==> src/rtl/dot_scan_controller.sv <==
// Walks a rectangular dot window, sampling firing bits and emitting timed drive pulses.
// Optional SCAN_LOOP_EN: latch the loop input at start and repeat the window until stop.
module dot_scan_controller #(
  parameter int MEM_LENGTH         = 48,
  parameter int MEM_ADDRESS_LENGTH = 6,
  parameter int TIME_WIDTH         = 16
) (
  input  logic                          clock,
  input  logic                          reset,
  input  logic                          start,
  input  logic                          stop,
  input  logic                          loop,
  input  logic                          sel_mode,
  input  logic [MEM_ADDRESS_LENGTH-1:0] row_first,
  input  logic [MEM_ADDRESS_LENGTH-1:0] row_last,
  input  logic [MEM_ADDRESS_LENGTH-1:0] col_first,
  input  logic [MEM_ADDRESS_LENGTH-1:0] col_last,
  input  logic [TIME_WIDTH-1:0]         pulse_cycles,
  input  logic [TIME_WIDTH-1:0]         dwell_cycles,
  input  logic                          firing_bit,
  input  logic                          firing_data,
  output logic [MEM_ADDRESS_LENGTH-1:0] row_select,
  output logic [MEM_ADDRESS_LENGTH-1:0] col_select,
  output logic                          row_col_select,
  output logic                          drive_en,
  output logic                          drive_level,
  output logic                          dot_strobe,
  output logic                          busy,
  output logic                          done,
  output logic                          cfg_err
);

  typedef enum logic [2:0] {
    S_IDLE, S_SAMPLE, S_FIRE, S_GAP, S_ADVANCE, S_DONE
  } state_t;

  state_t                        state, state_n;
  logic [MEM_ADDRESS_LENGTH-1:0] row_first_q, row_last_q, col_first_q, col_last_q;
  logic [TIME_WIDTH-1:0]         pulse_q, dwell_q, cnt, cnt_n;
  logic [MEM_ADDRESS_LENGTH-1:0] row_n, col_n;
  logic                          cap_bit, cap_data, cap_bit_n, cap_data_n;
  logic                          drive_en_n, drive_level_n, cfg_err_n;
  logic                          latch, window_ok, loop_act;

`ifdef SCAN_LOOP_EN
  logic loop_q;
  always_ff @(posedge clock) begin
    if (reset)      loop_q <= 1'b0;
    else if (latch) loop_q <= loop;
  end
  assign loop_act = loop_q;
`else
  logic unused_loop;
  assign unused_loop = loop;
  assign loop_act    = 1'b0;
`endif

  assign window_ok = (row_first <= row_last) && (int'(row_last) < MEM_LENGTH) &&
                     (col_first <= col_last) && (int'(col_last) < MEM_LENGTH);

  always_comb begin
    state_n    = state;
    cnt_n      = cnt;
    row_n      = row_select;
    col_n      = col_select;
    cap_bit_n  = cap_bit;
    cap_data_n = cap_data;
    cfg_err_n  = 1'b0;
    latch      = 1'b0;
    unique case (state)
      S_IDLE: begin
        if (start && !stop) begin
          if (window_ok) begin
            latch   = 1'b1;
            row_n   = row_first;
            col_n   = col_first;
            state_n = S_SAMPLE;
          end else begin
            cfg_err_n = 1'b1;
          end
        end
      end
      S_SAMPLE: begin
        cap_bit_n  = firing_bit;
        cap_data_n = firing_data;
        if (pulse_q == '0) begin
          state_n = S_GAP;
          cnt_n   = dwell_q;
        end else begin
          state_n = S_FIRE;
          cnt_n   = pulse_q;
        end
      end
      S_FIRE: begin
        if (cnt <= TIME_WIDTH'(1)) begin
          state_n = S_GAP;
          cnt_n   = dwell_q;
        end else begin
          cnt_n = cnt - TIME_WIDTH'(1);
        end
      end
      // A zero dwell still spends one cycle here, so the gap is max(dwell, 1).
      S_GAP: begin
        if (cnt <= TIME_WIDTH'(1)) state_n = S_ADVANCE;
        else                       cnt_n   = cnt - TIME_WIDTH'(1);
      end
      S_ADVANCE: begin
        state_n = S_SAMPLE;
        if (col_select != col_last_q) begin
          col_n = col_select + MEM_ADDRESS_LENGTH'(1);
        end else if (row_select != row_last_q) begin
          col_n = col_first_q;
          row_n = row_select + MEM_ADDRESS_LENGTH'(1);
        end else if (loop_act) begin
          row_n = row_first_q;
          col_n = col_first_q;
        end else begin
          state_n = S_DONE;
        end
      end
      S_DONE:  state_n = S_IDLE;
      default: state_n = S_IDLE;
    endcase
    // Abort wins over every transition and freezes the address where it was.
    if (stop && state != S_IDLE) begin
      state_n = S_IDLE;
      row_n   = row_select;
      col_n   = col_select;
    end
    drive_en_n    = (state_n == S_FIRE) && cap_bit_n;
    drive_level_n = drive_en_n && cap_data_n;
  end

  always_ff @(posedge clock) begin
    if (reset) begin
      state          <= S_IDLE;
      cnt            <= '0;
      row_select     <= '0;
      col_select     <= '0;
      cap_bit        <= 1'b0;
      cap_data       <= 1'b0;
      drive_en       <= 1'b0;
      drive_level    <= 1'b0;
      cfg_err        <= 1'b0;
      row_col_select <= 1'b0;
      row_first_q    <= '0;
      row_last_q     <= '0;
      col_first_q    <= '0;
      col_last_q     <= '0;
      pulse_q        <= '0;
      dwell_q        <= '0;
    end else begin
      state       <= state_n;
      cnt         <= cnt_n;
      row_select  <= row_n;
      col_select  <= col_n;
      cap_bit     <= cap_bit_n;
      cap_data    <= cap_data_n;
      drive_en    <= drive_en_n;
      drive_level <= drive_level_n;
      cfg_err     <= cfg_err_n;
      if (latch) begin
        row_col_select <= sel_mode;
        row_first_q    <= row_first;
        row_last_q     <= row_last;
        col_first_q    <= col_first;
        col_last_q     <= col_last;
        pulse_q        <= pulse_cycles;
        dwell_q        <= dwell_cycles;
      end
    end
  end

  assign busy       = (state != S_IDLE);
  assign dot_strobe = (state == S_SAMPLE);
  assign done       = (state == S_DONE);

endmodule

==> config.mk <==
export PLATFORM = sky130hd
export DESIGN_NAME = dot_scan_controller
export DESIGN_NICKNAME = d
export VERILOG_FILES = /design/src/rtl/dot_scan_controller.sv
export SDC_FILE = /design/constraint.sdc
export NUM_CORES = 1
export LEC_CHECK = 0
export BUFFER_PORTS_ARGS = -buffer_cell sky130_fd_sc_hd__buf_2
export CORE_MARGIN = 3
export CORE_UTILIZATION = 45
export CTS_BUF_LIST = sky130_fd_sc_hd__clkbuf_4 sky130_fd_sc_hd__clkbuf_8
export DETAILED_ROUTE_END_ITERATION = 8
export PLACE_DENSITY = 0.67
export SLEW_MARGIN = 25
export SYNTH_ARGS = -nofsm -noshare
export SYNTH_HDL_FRONTEND = slang
export SYNTH_SLANG_ARGS = --single-unit
==> constraint.sdc <==
create_clock -name clock -period 2.8 [get_ports clock]
set_input_delay 0.56 -clock clock [delete_from_list [all_inputs] [get_ports clock]]
set_output_delay 0.56 -clock clock [all_outputs]
set_load 0.01 [all_outputs]
# Word-level counts from Yosys, hierarchy flattened
# Index checks and enable logic that the tools add are counted.
[totals]
regBits = 87
inputBits = 64
out_inout_bits = 19
elab_cells = 86
[classes]
add_sub_neg = 3
n_lt_le_gt_ge = 5
eq_ne = 14
n_mux = 29
bitwise_logic = 3
reduce_logical = 17
[ops]
columns = ["operator", "count"]
rows = [
  ["16-bit two-way mux", 3],
  ["6-bit two-way mux", 8],
  ["16-bit one-hot mux with 3 select lines", 1],
  ["6-bit one-hot mux with 2 select lines", 2],
  ["3-bit two-way mux", 7],
  ["16-bit by 1-bit <= comparator with 1-bit output (second input constant)", 1],
  ["16-bit zero test", 1],
  ["16-bit by 1-bit subtractor with 16-bit output (second input constant)", 1],
  ["3-bit one-hot mux with 5 select lines", 1],
  ["6-bit by 1-bit adder with 6-bit output (second input constant)", 2],
  ["6-bit <= comparator", 2],
  ["6-bit less-than comparator (second input constant)", 2],
  ["6-bit inequality test", 2],
  ["2-bit inequality test (second input constant)", 5],
  ["3-bit by 2-bit equality test with 1-bit output (second input constant)", 3],
  ["1-bit logical AND", 7],
  ["1-bit two-way mux", 7],
  ["3-bit equality test (second input constant)", 2],
  ["6-bit AND reduction", 1],
  ["3-bit nonzero test", 2],
  ["5-bit AND reduction", 1],
  ["3-bit by 1-bit equality test with 1-bit output (second input constant)", 1],
  ["3-bit zero test", 1],
  ["3-bit inequality test (second input constant)", 1],
  ["other kinds (5)", 7],
]

# Depth between registers and ports, before layout
[depth]
word_depth = 11
mapped_depth = 10
depth_no_buf = 8

# Worst setup path before layout
# No wires, ideal clock.
[synth_timing]
kind = "input to register"
startpoint = "in col_last[5]"
endpoint = "reg dwell_q[1]"
setup_time_ns = 0.128
arrival_time_ns = 2.490
t_required_ns = 2.672
path_slack_ns = 0.183
cell_stages = 10
n_path_buf = 2
path_cell_list = "inv_1 -> ha_1 -> and4_1 -> o21a_1 -> o31a_1 -> nor4_1 -> clkbuf_1 -> buf_2 -> mux2i_1 -> nor2_1"
[synth_between]
elab_chain_len = 6
word_cells_on_any_way = 7
cone_classes = "2 x order compare; 3 x mux; 2 x reduce/logical"
[synth_rtl]
columns = ["item", "line_no", "text"]
rows = [
  ["from (decl)", "17", "input logic [MEM_ADDRESS_LENGTH-1:0] col_last,"],
  ["6-bit <= comparator", "59", "(col_first <= col_last) && (int'(col_last) < MEM_LENGTH);"],
  ["1-bit logical AND", "58", "assign window_ok = (row_first <= row_last) && (int'(row_last) < MEM_LENGTH) &&"],
  ["1-bit logical AND *", "59", ""],
  ["1-bit two-way mux *", "73", "if (window_ok) begin"],
  ["1-bit two-way mux *", "72", "if (start && !stop) begin"],
  ["1-bit two-way mux *", "70", "unique case (state)"],
  ["to (signal assigned)", "169", "dwell_q <= dwell_cycles;"],
  ["to (decl)", "39", "logic [TIME_WIDTH-1:0] pulse_q, dwell_q, cnt, cnt_n;"],
]
# Mark *: on every way between the ends. The rest lies on a longest branch, timed or not.
# A chain may end at the register's enable or synchronous reset.

# Final worst setup path
[layout_timing]
startpoint = "reg cnt[2]"
endpoint = "reg cnt[2]"
[layout_between]
elab_chain_len = 3
word_cells_on_any_way = 7
cone_classes = "1 x add/sub; 1 x order compare; 1 x eq/ne; 3 x mux; 1 x reduce/logical"
[layout_rtl]
columns = ["item", "line_no", "text"]
rows = [
  ["from (decl)", "39", ""],
  ["from (signal assigned)", "154", "cnt <= cnt_n;"],
  ["16-bit by 1-bit subtractor with 16-bit output / 16-bit by 1-bit <= comparator with 1-bit output (equally long branches)", "--", ""],
  ["16-bit two-way mux, or another cell as far along", "104", "if (cnt <= TIME_WIDTH'(1)) state_n = S_ADVANCE;"],
  ["16-bit one-hot mux with 3 select lines / 2-bit AND reduction (equally long branches)", "--", ""],
]
# Parallel ways exist; a longest one is shown, timed or not. The select of a mux whose other input is x is not followed.

==> results.tsv <==
metric	value	unit
status	finished clean	
Top delay family on crit path	simple AND/OR/NAND/NOR gates	
Max-Cap Viols	0	
Post-Synth Simple-Gate Area	0.1742	
HPWL after detailed placement	8.786	mm
Starting Density	0.4689	
RR Endpoint	cnt[2]	
DR WL/cell	16.30	um
CP max-delay cell	o41a_1	
Arrival @ worst endpoint	2850	ps
Worst VDD drop	0.3282	mV
vias per std cell	5.691	
WHS Path Cells	3	
Synth Area in Compound Gates	0.1937	
number of synthesized register bits	87	
total vias in the final route	4200	
Layout Skew	5.760	ps
synthesized area	4626	um^2
Synth cell types	58	
share of the synthesized area in the top cell type	0.3765	
Root Buffer	clkbuf_8	
setup_tns	0	ps
worst hold endpoint	pulse_q[5]	
drt drc	0	
first-pass GRT wire length	19.98	mm
Post-Route WL	12.03	mm
First-pass DRT Iterations	4	
Setup CP Type	reg2reg	
initial antenna violation count	0	
r2r setup slk	190	ps
Yosys warnings	0	
Crit path top cell by count	or4_4	
Worst-Margin Slew	725.3	ps
ranking of synthesized cells by area	dfxtp_1 38%, mux2i_1 12%, nor2_1 5.4%	
Largest stage delay, worst path	610	ps
post-route cell area	5434	um^2
Worst Path Required	3050	ps
die area	11530	um^2
crit path cell chain	or4_4 > or4_4 > o41a_1 > a221oi_1 > a21oi_1	
layout cells sized above 1	0.2182	
worst skew pair latency	360	ps
worst hold start	pulse_cycles[5]	
cell area after placement	5234	um^2
n_diodes	0	
number of synthesized flops with an enable pin	0	
Max Slew Vio Count	0	
clk slew on worst S/H paths	80	ps
Max Clk Rate	0.3835	GHz
core area	9864	um^2
sequential area share after synthesis	0.3765	
syn nets	601	
Row Count	36	
Avg Cell Area, Syn	8.878	um^2
CTS Sinks	87	
XOR/XNOR Fraction of Synth Area	0.04355	
CP Launch Type	register	
Initial DRC Count	249	
Final period util	0.9314	
Final Hold Viols	0	
IO buf count	81	
largest area contributor in the netlist	dfxtp_1	
H-Tree Level Count	3	
cts hold-fix bufs	0	
IO Pins	83	
Hold Path Class	in2reg	
post-synthesis cell count	521	
Post-DRT Antenna Nets	0	
most used flip-flop cell after synthesis	dfxtp_1	
Layout fillers	909	
final-stage net count	681	
CP bufs+invs	0	
CTS Buf Count	9	
multiplexer share of the synthesized area	0.1169	
vias in the first global route	4018	
min Tclk post-route	2608	ps
TritonCTS clock tree	done	
P&R area growth vs syn	17.47	%
top-count cell post-synth	dfxtp_1	
cell count of the worst reg-to-reg path	5	
crit path max fanout	11	
DIE WIDTH	107.4	um
RePlAce Congestion	0.9117	
global route overflow	0	
Post-Synth Adder-Cell Area	0.04328	
RSZ-0062 raised after global routing	no	
Async SR Flop Fraction	0	
Setup violations, final	0	
Setup crit end kind	register	
PD cells	666.1	nW/um^2
Pleak	0.002157	uW
largest net degree at the start of global routing	66	
maximum clock insertion buffer count	2	
height of the die	107.4	um
Post-synth top cells	87 x dfxtp_1, 66 x nor2_1, 54 x mux2i_1, 34 x a21oi_1, 28 x inv_1	
Rel. slew slack	0.5153	
largest family of logic cells by synthesized area	compound AO/OA/AOI/OAI gates	
reg2reg start	cnt[2]	
GR Util All Layers	0.2155	
-- worst max-delay path by stage --
stage	startpoint	end	slack, ps	cells after the start
3_5_place_dp	col_last[5]	dwell_q[8]	7	11
6_report	cnt[2]	cnt[2]	190	5
2_1_floorplan	col_last[5]	dwell_q[1]	180	10
5_1_grt	cnt[2]	cnt[2]	6	7
3_3_place_gp	col_last[5]	col_first_q[2]	10	11
4_1_cts	cnt[2]	cnt[13]	120	6
-- cell usage in the layout (no fill, tap or decap), types with 6 or more instances in the layout --
master / instances
a21oi_1: 34
a221oi_1: 12
buf_2: 81
buf_4: 14
clkbuf_8: 12
dfxtp_1: 87
ha_1: 16
inv_1: 28
mux2i_1: 54
nand2_1: 18
nand3_1: 11
nor2_1: 66
nor3_1: 23
nor4_1: 12
o21ai_0: 14
o21ai_1: 6
o32ai_1: 6
xnor2_1: 12
xor2_1: 11
-- cell type report --
| type | count | area (um^2) | share of cell area |
|---|---|---|---|
| flip-flops and latches | 87 | 1742 | 0.3205 |
| well taps | 133 | 166.4 | 0.03062 |
| clock buffers | 12 | 165.2 | 0.03039 |
| clock inverters | 3 | 17.52 | 0.003224 |
| repair buffers | 98 | 570.5 | 0.1050 |
| inverters | 28 | 105.1 | 0.01934 |
| multi-input cells | 377 | 2668 | 0.4909 |
-- power breakdown --
part | internal, uW | switching (uW)
sequential | 1320 | 107
combinational | 573 | 785
clock | 388 | 451
total | 2280 | 1340
-- routing by layer --
layer | part of all wire | vias up | global-route usage
met2 | 0.47 | 115 | 0.3490
met3 | 0.056 | 18 | 0.03119
met4 | 0.015 | 0 | 0.07574
met1 | 0.46 | 2000 | 0.2936
li1 | - | 2067 | -
met5 | 0 | - | 0
-- worst min-delay path, cell delays in order --
cell,delay (ps)
buf_2,70
mux2i_1,50
nor2_1,70
-- cells by family after synthesis --
group / after synthesis
AO/OA/AOI/OAI: 123
XOR/XNOR: 23
adder cells (fa/ha/maj): 16
buffers and inverters: 57
flip-flops: 87
multiplexers: 54
AND/OR/NAND/NOR: 161
-- flip-flops by register name, indices dropped and copies added, names as in the netlist --
signal          cells
cap_bit             1
row_col_select      1
dwell_q            16
col_first_q         6
col_select          6
pulse_q            16
row_select          6
drive_en            1
cfg_err             1
row_last_q          6
col_last_q          6
cap_data            1
state               3
drive_level         1
cnt                16
-- stage by stage --
| step | worst slack (ps) | hold WS, ps | util | instances | power [uW] |
|---|---|---|---|---|---|
| after floorplan | 182.6 | 429.5 | - | 521 | 2443 |
| after global placement | 13.94 | 446.3 | 0.5306 | 723 | 2748 |
| after detailed placement | 6.959 | 463.5 | 0.5306 | 723 | 2778 |
| after CTS | 124.5 | 418.8 | 0.5491 | 738 | 3604 |
| after global routing | 6.071 | 434.5 | 0.5509 | 738 | 3851 |
| final | 192.1 | 427.7 | 0.5509 | 738 | 3620 |
-- repair_timing --
item                                    in CTS  in global routing
endpoints found under the hold margin        0                  0
buffers inserted                             0                  0
endpoints found under the setup margin       0                  9
gates resized for setup                      0                  3
Note: power is estimated with default switching activity, not from simulation.
